===== src/rtl/dpa_train_tx.sv =====
// dpa_train_tx
// ----------------------------------------------------------------------------
// Transmit-side companion to the DPA alignment FSM. On request it sends a
// fixed, transition-rich training word long enough for the receiver to sweep
// its delay taps. It then waits for the receiver's Locked/Error sideband and,
// once locked, passes payload words through a valid/ready handshake to the
// serializer.
//
// Ports
//   clk          in   sole clock
//   rst          in   synchronous active-high reset
//   train_req    in   level-sampled request to start / restart training
//   rx_locked    in   receiver Locked, synchronous to clk
//   rx_error     in   receiver Error, synchronous to clk
//   data_in      in   payload word
//   data_valid   in   data_in valid
//   data_ready   out  payload accepted this cycle (high exactly in DATA)
//   tx_data      out  registered word to the OSERDES (1-cycle latency)
//   training     out  high in TRAIN and WAIT_LOCK
//   timeout_err  out  sticky lock-timeout flag
//   retry_cnt    out  saturating count of rx_error-triggered retrains
//   state        out  one-hot debug state: IDLE=1 TRAIN=2 WAIT_LOCK=4 DATA=8
//
// Optional build macro
//   DPA_TX_PRBS_IDLE_EN  when defined, DATA cycles without a payload word carry
//                        PRBS-7 (x^7+x^6+1) fill instead of IDLE_WORD. The
//                        fill generator produces 8-bit words, so this option
//                        assumes DATA_WIDTH == 8.
// ----------------------------------------------------------------------------
module dpa_train_tx #(
    parameter int                    DATA_WIDTH      = 8,
    parameter logic [DATA_WIDTH-1:0] TRAIN_PATTERN   = 8'h0F,
    parameter logic [DATA_WIDTH-1:0] IDLE_WORD       = 8'h00,
    parameter int                    MIN_TRAIN_WORDS = 64,
    parameter int                    LOCK_TIMEOUT    = 1024,
    parameter int                    COUNTER_WIDTH   = 11
) (
    input  logic                  clk,
    input  logic                  rst,
    input  logic                  train_req,
    input  logic                  rx_locked,
    input  logic                  rx_error,
    input  logic [DATA_WIDTH-1:0] data_in,
    input  logic                  data_valid,
    output logic                  data_ready,
    output logic [DATA_WIDTH-1:0] tx_data,
    output logic                  training,
    output logic                  timeout_err,
    output logic [3:0]            retry_cnt,
    output logic [3:0]            state
);

    typedef enum logic [3:0] {
        ST_IDLE  = 4'b0001,
        ST_TRAIN = 4'b0010,
        ST_WAIT  = 4'b0100,
        ST_DATA  = 4'b1000
    } state_t;

    // One counter serves both the training length and the lock timeout; it
    // is cleared on every entry to TRAIN and to WAIT_LOCK.
    localparam logic [COUNTER_WIDTH-1:0] TRAIN_LAST   = COUNTER_WIDTH'(MIN_TRAIN_WORDS - 1);
    localparam logic [COUNTER_WIDTH-1:0] TIMEOUT_LAST = COUNTER_WIDTH'(LOCK_TIMEOUT - 1);

    state_t                   state_q, state_d;
    logic [COUNTER_WIDTH-1:0] cnt_q, cnt_d;
    logic                     timeout_d;
    logic [3:0]               retry_d;
    logic [DATA_WIDTH-1:0]    tx_d;
    logic [DATA_WIDTH-1:0]    fill_word;

    function automatic logic [3:0] sat_inc4(input logic [3:0] v);
        return (v == 4'hF) ? v : v + 4'd1;
    endfunction

`ifdef DPA_TX_PRBS_IDLE_EN
    localparam logic [6:0] PRBS_SEED = 7'h7F;

    logic [6:0]  lfsr_q, lfsr_d;
    logic [14:0] prbs_step;

    // Runs the x^7+x^6+1 generator for 8 bits. The bit shifted out of the
    // MSB is the output bit, first bit to word[7]. Returns {next_lfsr, word};
    // from the all-ones seed the first word is 8'hFE.
    function automatic logic [14:0] prbs7_fill(input logic [6:0] seed);
        logic [6:0] s;
        logic [7:0] w;
        s = seed;
        w = '0;
        for (int i = 7; i >= 0; i--) begin
            w[i] = s[6];
            s    = {s[5:0], s[6] ^ s[5]};
        end
        return {s, w};
    endfunction

    assign prbs_step = prbs7_fill(lfsr_q);
    assign fill_word = prbs_step[7:0];

    always_comb begin
        lfsr_d = lfsr_q;
        if (state_d == ST_DATA && state_q != ST_DATA) begin
            lfsr_d = PRBS_SEED;
        end else if (state_q == ST_DATA && !data_valid) begin
            lfsr_d = prbs_step[14:8];
        end
    end

    // The generator is always reseeded before it is first used, so it needs
    // no reset.
    always_ff @(posedge clk) begin
        lfsr_q <= lfsr_d;
    end
`else
    assign fill_word = IDLE_WORD;
`endif

    // Next-state and sideband updates.
    always_comb begin
        state_d   = state_q;
        cnt_d     = cnt_q;
        timeout_d = timeout_err;
        retry_d   = retry_cnt;
        case (state_q)
            ST_IDLE: begin
                if (train_req) begin
                    state_d   = ST_TRAIN;
                    cnt_d     = '0;
                    timeout_d = 1'b0;
                    retry_d   = 4'd0;
                end
            end
            ST_TRAIN: begin
                cnt_d = cnt_q + COUNTER_WIDTH'(1);
                if (cnt_q == TRAIN_LAST) begin
                    state_d = ST_WAIT;
                    cnt_d   = '0;
                end
            end
            ST_WAIT: begin
                cnt_d = cnt_q + COUNTER_WIDTH'(1);
                if (rx_error) begin
                    state_d = ST_TRAIN;
                    cnt_d   = '0;
                    retry_d = sat_inc4(retry_cnt);
                end else if (rx_locked) begin
                    state_d = ST_DATA;
                end else if (cnt_q == TIMEOUT_LAST) begin
                    state_d   = ST_IDLE;
                    cnt_d     = '0;
                    timeout_d = 1'b1;
                end
            end
            ST_DATA: begin
                if (!rx_locked || train_req) begin
                    state_d = ST_TRAIN;
                    cnt_d   = '0;
                end
            end
            default: begin
                state_d = ST_IDLE;
                cnt_d   = '0;
            end
        endcase
    end

    // Output word is chosen from the pre-edge state, giving one cycle of
    // latency; the last payload word accepted in DATA still goes out.
    always_comb begin
        tx_d = IDLE_WORD;
        case (state_q)
            ST_DATA:           tx_d = data_valid ? data_in : fill_word;
            ST_TRAIN, ST_WAIT: tx_d = TRAIN_PATTERN;
            default:           tx_d = IDLE_WORD;
        endcase
    end

    // ---- register stage: state, sideband and serializer word ----
    always_ff @(posedge clk) begin
        if (rst) begin
            state_q     <= ST_IDLE;
            cnt_q       <= '0;
            timeout_err <= 1'b0;
            retry_cnt   <= 4'd0;
            training    <= 1'b0;
            tx_data     <= IDLE_WORD;
        end else begin
            state_q     <= state_d;
            cnt_q       <= cnt_d;
            timeout_err <= timeout_d;
            retry_cnt   <= retry_d;
            training    <= (state_d == ST_TRAIN) || (state_d == ST_WAIT);
            tx_data     <= tx_d;
        end
    end

    assign data_ready = (state_q == ST_DATA);
    assign state      = state_q;

endmodule


===== config.mk =====
export PLATFORM = sky130hd
export DESIGN_NAME = dpa_train_tx
export DESIGN_NICKNAME = d
export VERILOG_FILES = /design/src/rtl/dpa_train_tx.sv
export SDC_FILE = /design/constraint.sdc
export NUM_CORES = 1
export LEC_CHECK = 0
export ABC_AREA = 1
export BUFFER_PORTS_ARGS = -buffer_cell sky130_fd_sc_hd__buf_2
export CAP_MARGIN = 20
export CORE_ASPECT_RATIO = 0.7
export CORE_MARGIN = 1
export CORE_UTILIZATION = 57
export DETAILED_ROUTE_END_ITERATION = 10
export GPL_ROUTABILITY_DRIVEN = 0
export GPL_TIMING_DRIVEN = 0
export HOLD_SLACK_MARGIN = 0.1
export PLACE_DENSITY = 0.81
export SLEW_MARGIN = 5
export SYNTH_ARGS = -nofsm -noshare
export SYNTH_HDL_FRONTEND = slang
export SYNTH_SLANG_ARGS = --single-unit

===== constraint.sdc =====
create_clock -name clk -period 4.4 [get_ports clk]
set_clock_uncertainty 0.1 [all_clocks]
set_input_delay 0.44 -clock clk [delete_from_list [all_inputs] [get_ports clk]]
set_output_delay 0.44 -clock clk [all_outputs]
set_load 0.05 [all_outputs]

==> results.json <==
{
  "status": "finished, final reports clean",
  "hp-class": "in -> reg",
  "endpoint_kind": "primary output",
  "cp.arrival_ps": 1350,
  "wl_met2_um": 1380,
  "tightestPinTransition_ps": 500,
  "antenna_cells": 0,
  "coreArea_um2": 2500,
  "max_stage_delay_ps": 400,
  "setup_viol": 0,
  "h-tree-depth": 2,
  "firstDrtPassIters": 5,
  "clock.fmax_mhz": 529,
  "hold_violations": 0,
  "startpoint_type": "flop",
  "die_h_um": 45.3,
  "postCtsHoldBufs": 0,
  "instances_no_fill": 294,
  "drive_gt1_share_pct": 27.3,
  "critPathKind": "reg -> out",
  "post_cts_buffers": 0,
  "viasPerCell": 4.97,
  "ys_warn_count": 0,
  "setup_tns_ps": 0,
  "clk_latency_ps": 280,
  "relSlewSlack_pct": 66.7,
  "placedCellCount": 287,
  "cts.sinks": 29,
  "worstPathMaxFanout": 4,
  "cpMaxStageDelayCell": "dfxtp_1",
  "clk_transition_reported_paths_ps": 60,
  "grt_util_all_layers_pct": 26.1,
  "syn_area_per_cell_um2": 6.88,
  "grt_pass1_vias": 1232,
  "p_leak_uw": 0.000880,
  "synth-seq-cells": 29,
  "cts_root_buffer": "clkbuf_8",
  "synth-seq-area-share_pct": 38.0,
  "path_buf_inv": 3,
  "grt_max_degree": 11,
  "drtIter0Drc": 124,
  "drc": 0,
  "period_needed_ps": 1890,
  "post_cts_resized": 0,
  "ys_types": 27,
  "dp_hpwl_um": 2600,
  "clk_path_buf_depth": 2,
  "synth_cells": 222,
  "grt_overflow": 0,
  "highest_layer": "met4",
  "initial_core_util_pct": 61.2,
  "drt-met1-wl_um": 1700,
  "crit_chain": "inv_2, nor2_2, nand2_1, inv_1, buf_2",
  "drv_cap": 0,
  "num_vias": 1461,
  "syn-cell-area_um2": 1530,
  "wire_per_inst_um": 11.5,
  "finalPower_uw": 586,
  "vdd_drop_max_mv": 0.275,
  "antenna_left": 0,
  "tritoncts": "yes",
  "wl_met3_um": 250,
  "io_pins": 33,
  "area_growth_pct": 18.6,
  "dieArea_um2": 2890,
  "drv_slew": 0,
  "post-route-period-util_pct": 43.0,
  "port_buffers": 31,
  "die_width_um": 63.9,
  "grt_first_pass_wirelength_um": 5540,
  "nets": 276,
  "cts_buffers": 5,
  "num_rows": 15,
  "critPathTopFamily": "buffers and inverters",
  "antenna_found_initial": 0,
  "wl_um": 3380,
  "power_density_nw_per_um2": 324,
  "syn_nets": 238,
  "required_ps": 3860,
  "rsz0062_at_grt": "no"
}
-- state kept, by name, indices dropped and copies added, names as in the netlist --
signal,count
cnt_q,11
training,1
timeout_err,1
tx_data,8
state,4
retry_cnt,4
-- path summary, 6_finish.rpt --
| path | from | to | slack (ps) | cells past startpoint |
|---|---|---|---|---|
| setup / recovery | state[3]$_SDFF_PP0_ | data_ready | 2510 | 5 |
| hold / removal | data_in[6] | tx_data[6]$_SDFF_PP0_ | 290 | 3 |
| setup reg to reg | state[2]$_SDFF_PP0_ | state[0]$_SDFF_PP1_ | 2760 | 8 |
| hold reg to reg | timeout_err$_SDFFE_PP0P_ | timeout_err$_SDFFE_PP0P_ | 360 | 2 |
-- final cells by class --
cell class	instances	area, um^2
buffer	2	8.76
clock buffer	7	86.3
fill	212	686
inverter	35	134
multi-input combinational	156	803
sequential	29	581
tap	34	42.5
timing repair buffer	31	155
-- through the flow --
stage	hold WS (ps)	instance area [um^2]	util [%]	setup slack, ps
floorplan	384	1530	-	2530
global placement	334	1720	69.1	2810
detailed placement	350	1720	69.1	2760
CTS	287	1810	72.5	2510
global route	290	1810	72.5	2460
finish	287	1810	72.5	2510
-- tightest hold or removal path, delay by kind of cell --
family                 cells  cell delay, ps
buffers and inverters      1              90
AND/OR/NAND/NOR            2              90
-- cell usage after synthesis --
| cell type | n | share of area (%) |
|---|---|---|
| nand2_2 | 4 | 1.6 |
| ha_1 | 2 | 1.6 |
| nor2_4 | 2 | 1.5 |
| o21ai_1 | 1 | 0.33 |
| nand3_2 | 4 | 2.6 |
| or2_2 | 1 | 0.41 |
| nor2_1 | 29 | 7.1 |
| nor3_2 | 2 | 1.3 |
| inv_1 | 31 | 7.6 |
| dfxtp_1 | 29 | 38 |
| and2_1 | 1 | 0.41 |
| xor2_1 | 4 | 2.3 |
| o21ai_2 | 1 | 0.57 |
| o211ai_1 | 1 | 0.49 |
| nand2_1 | 54 | 13 |
| nor2_2 | 13 | 5.3 |
| nand4_1 | 6 | 2.5 |
| inv_4 | 1 | 0.41 |
| nand2_4 | 2 | 1.5 |
| inv_2 | 3 | 0.74 |
| o21ai_0 | 5 | 1.6 |
| xnor2_1 | 1 | 0.57 |
| a21oi_1 | 11 | 3.6 |
| buf_2 | 1 | 0.33 |
| nor3_1 | 2 | 0.66 |
| nand3_1 | 10 | 3.3 |
| clkbuf_1 | 1 | 0.25 |
-- where the power goes --
group	total, uW	internal (uW)	switching, uW	leakage, uW
clock network	219	124	95.3	0.0000443
registers	276	270	5.99	0.000235
logic	91.6	25.1	66.5	0.000601
-- routing by layer --
layer	GRT usage, %	up-vias
met5	0	-
met4	8.18	0
met3	9.09	8
met2	36.6	47
met1	37.2	644
li1	-	762
-- cell usage in the layout (no fill, tap or decap) --
master / netlist / final
nor3_1: 2 / 2
buf_2: 1 / 32
nor2_2: 13 / 13
nand3_2: 4 / 4
nand2_4: 2 / 2
nand3_1: 10 / 10
o211ai_1: 1 / 1
nor2_1: 29 / 29
nor2_4: 2 / 2
clkbuf_8: 0 / 6
xnor2_1: 1 / 1
nand2_2: 4 / 4
o21ai_1: 1 / 1
inv_2: 3 / 3
inv_1: 31 / 31
a21oi_1: 11 / 11
o21ai_0: 5 / 5
ha_1: 2 / 2
xor2_1: 4 / 4
inv_4: 1 / 1
nor3_2: 2 / 2
or2_2: 1 / 1
clkbuf_1: 1 / 2
nand4_1: 6 / 6
o21ai_2: 1 / 1
dfxtp_1: 29 / 29
nand2_1: 54 / 54
and2_1: 1 / 1
-- cell families after synthesis --
kind of cell	count (synthesis)	share of synthesized area, %
flip-flops	29	38.0
AND/OR/NAND/NOR	130	41.5
adder cells (fa/ha/maj)	2	1.64
AO/OA/AOI/OAI	19	6.64
XOR/XNOR	5	2.87
buffers and inverters	37	9.34
No activity file was read; power rests on OpenSTA's default activity.
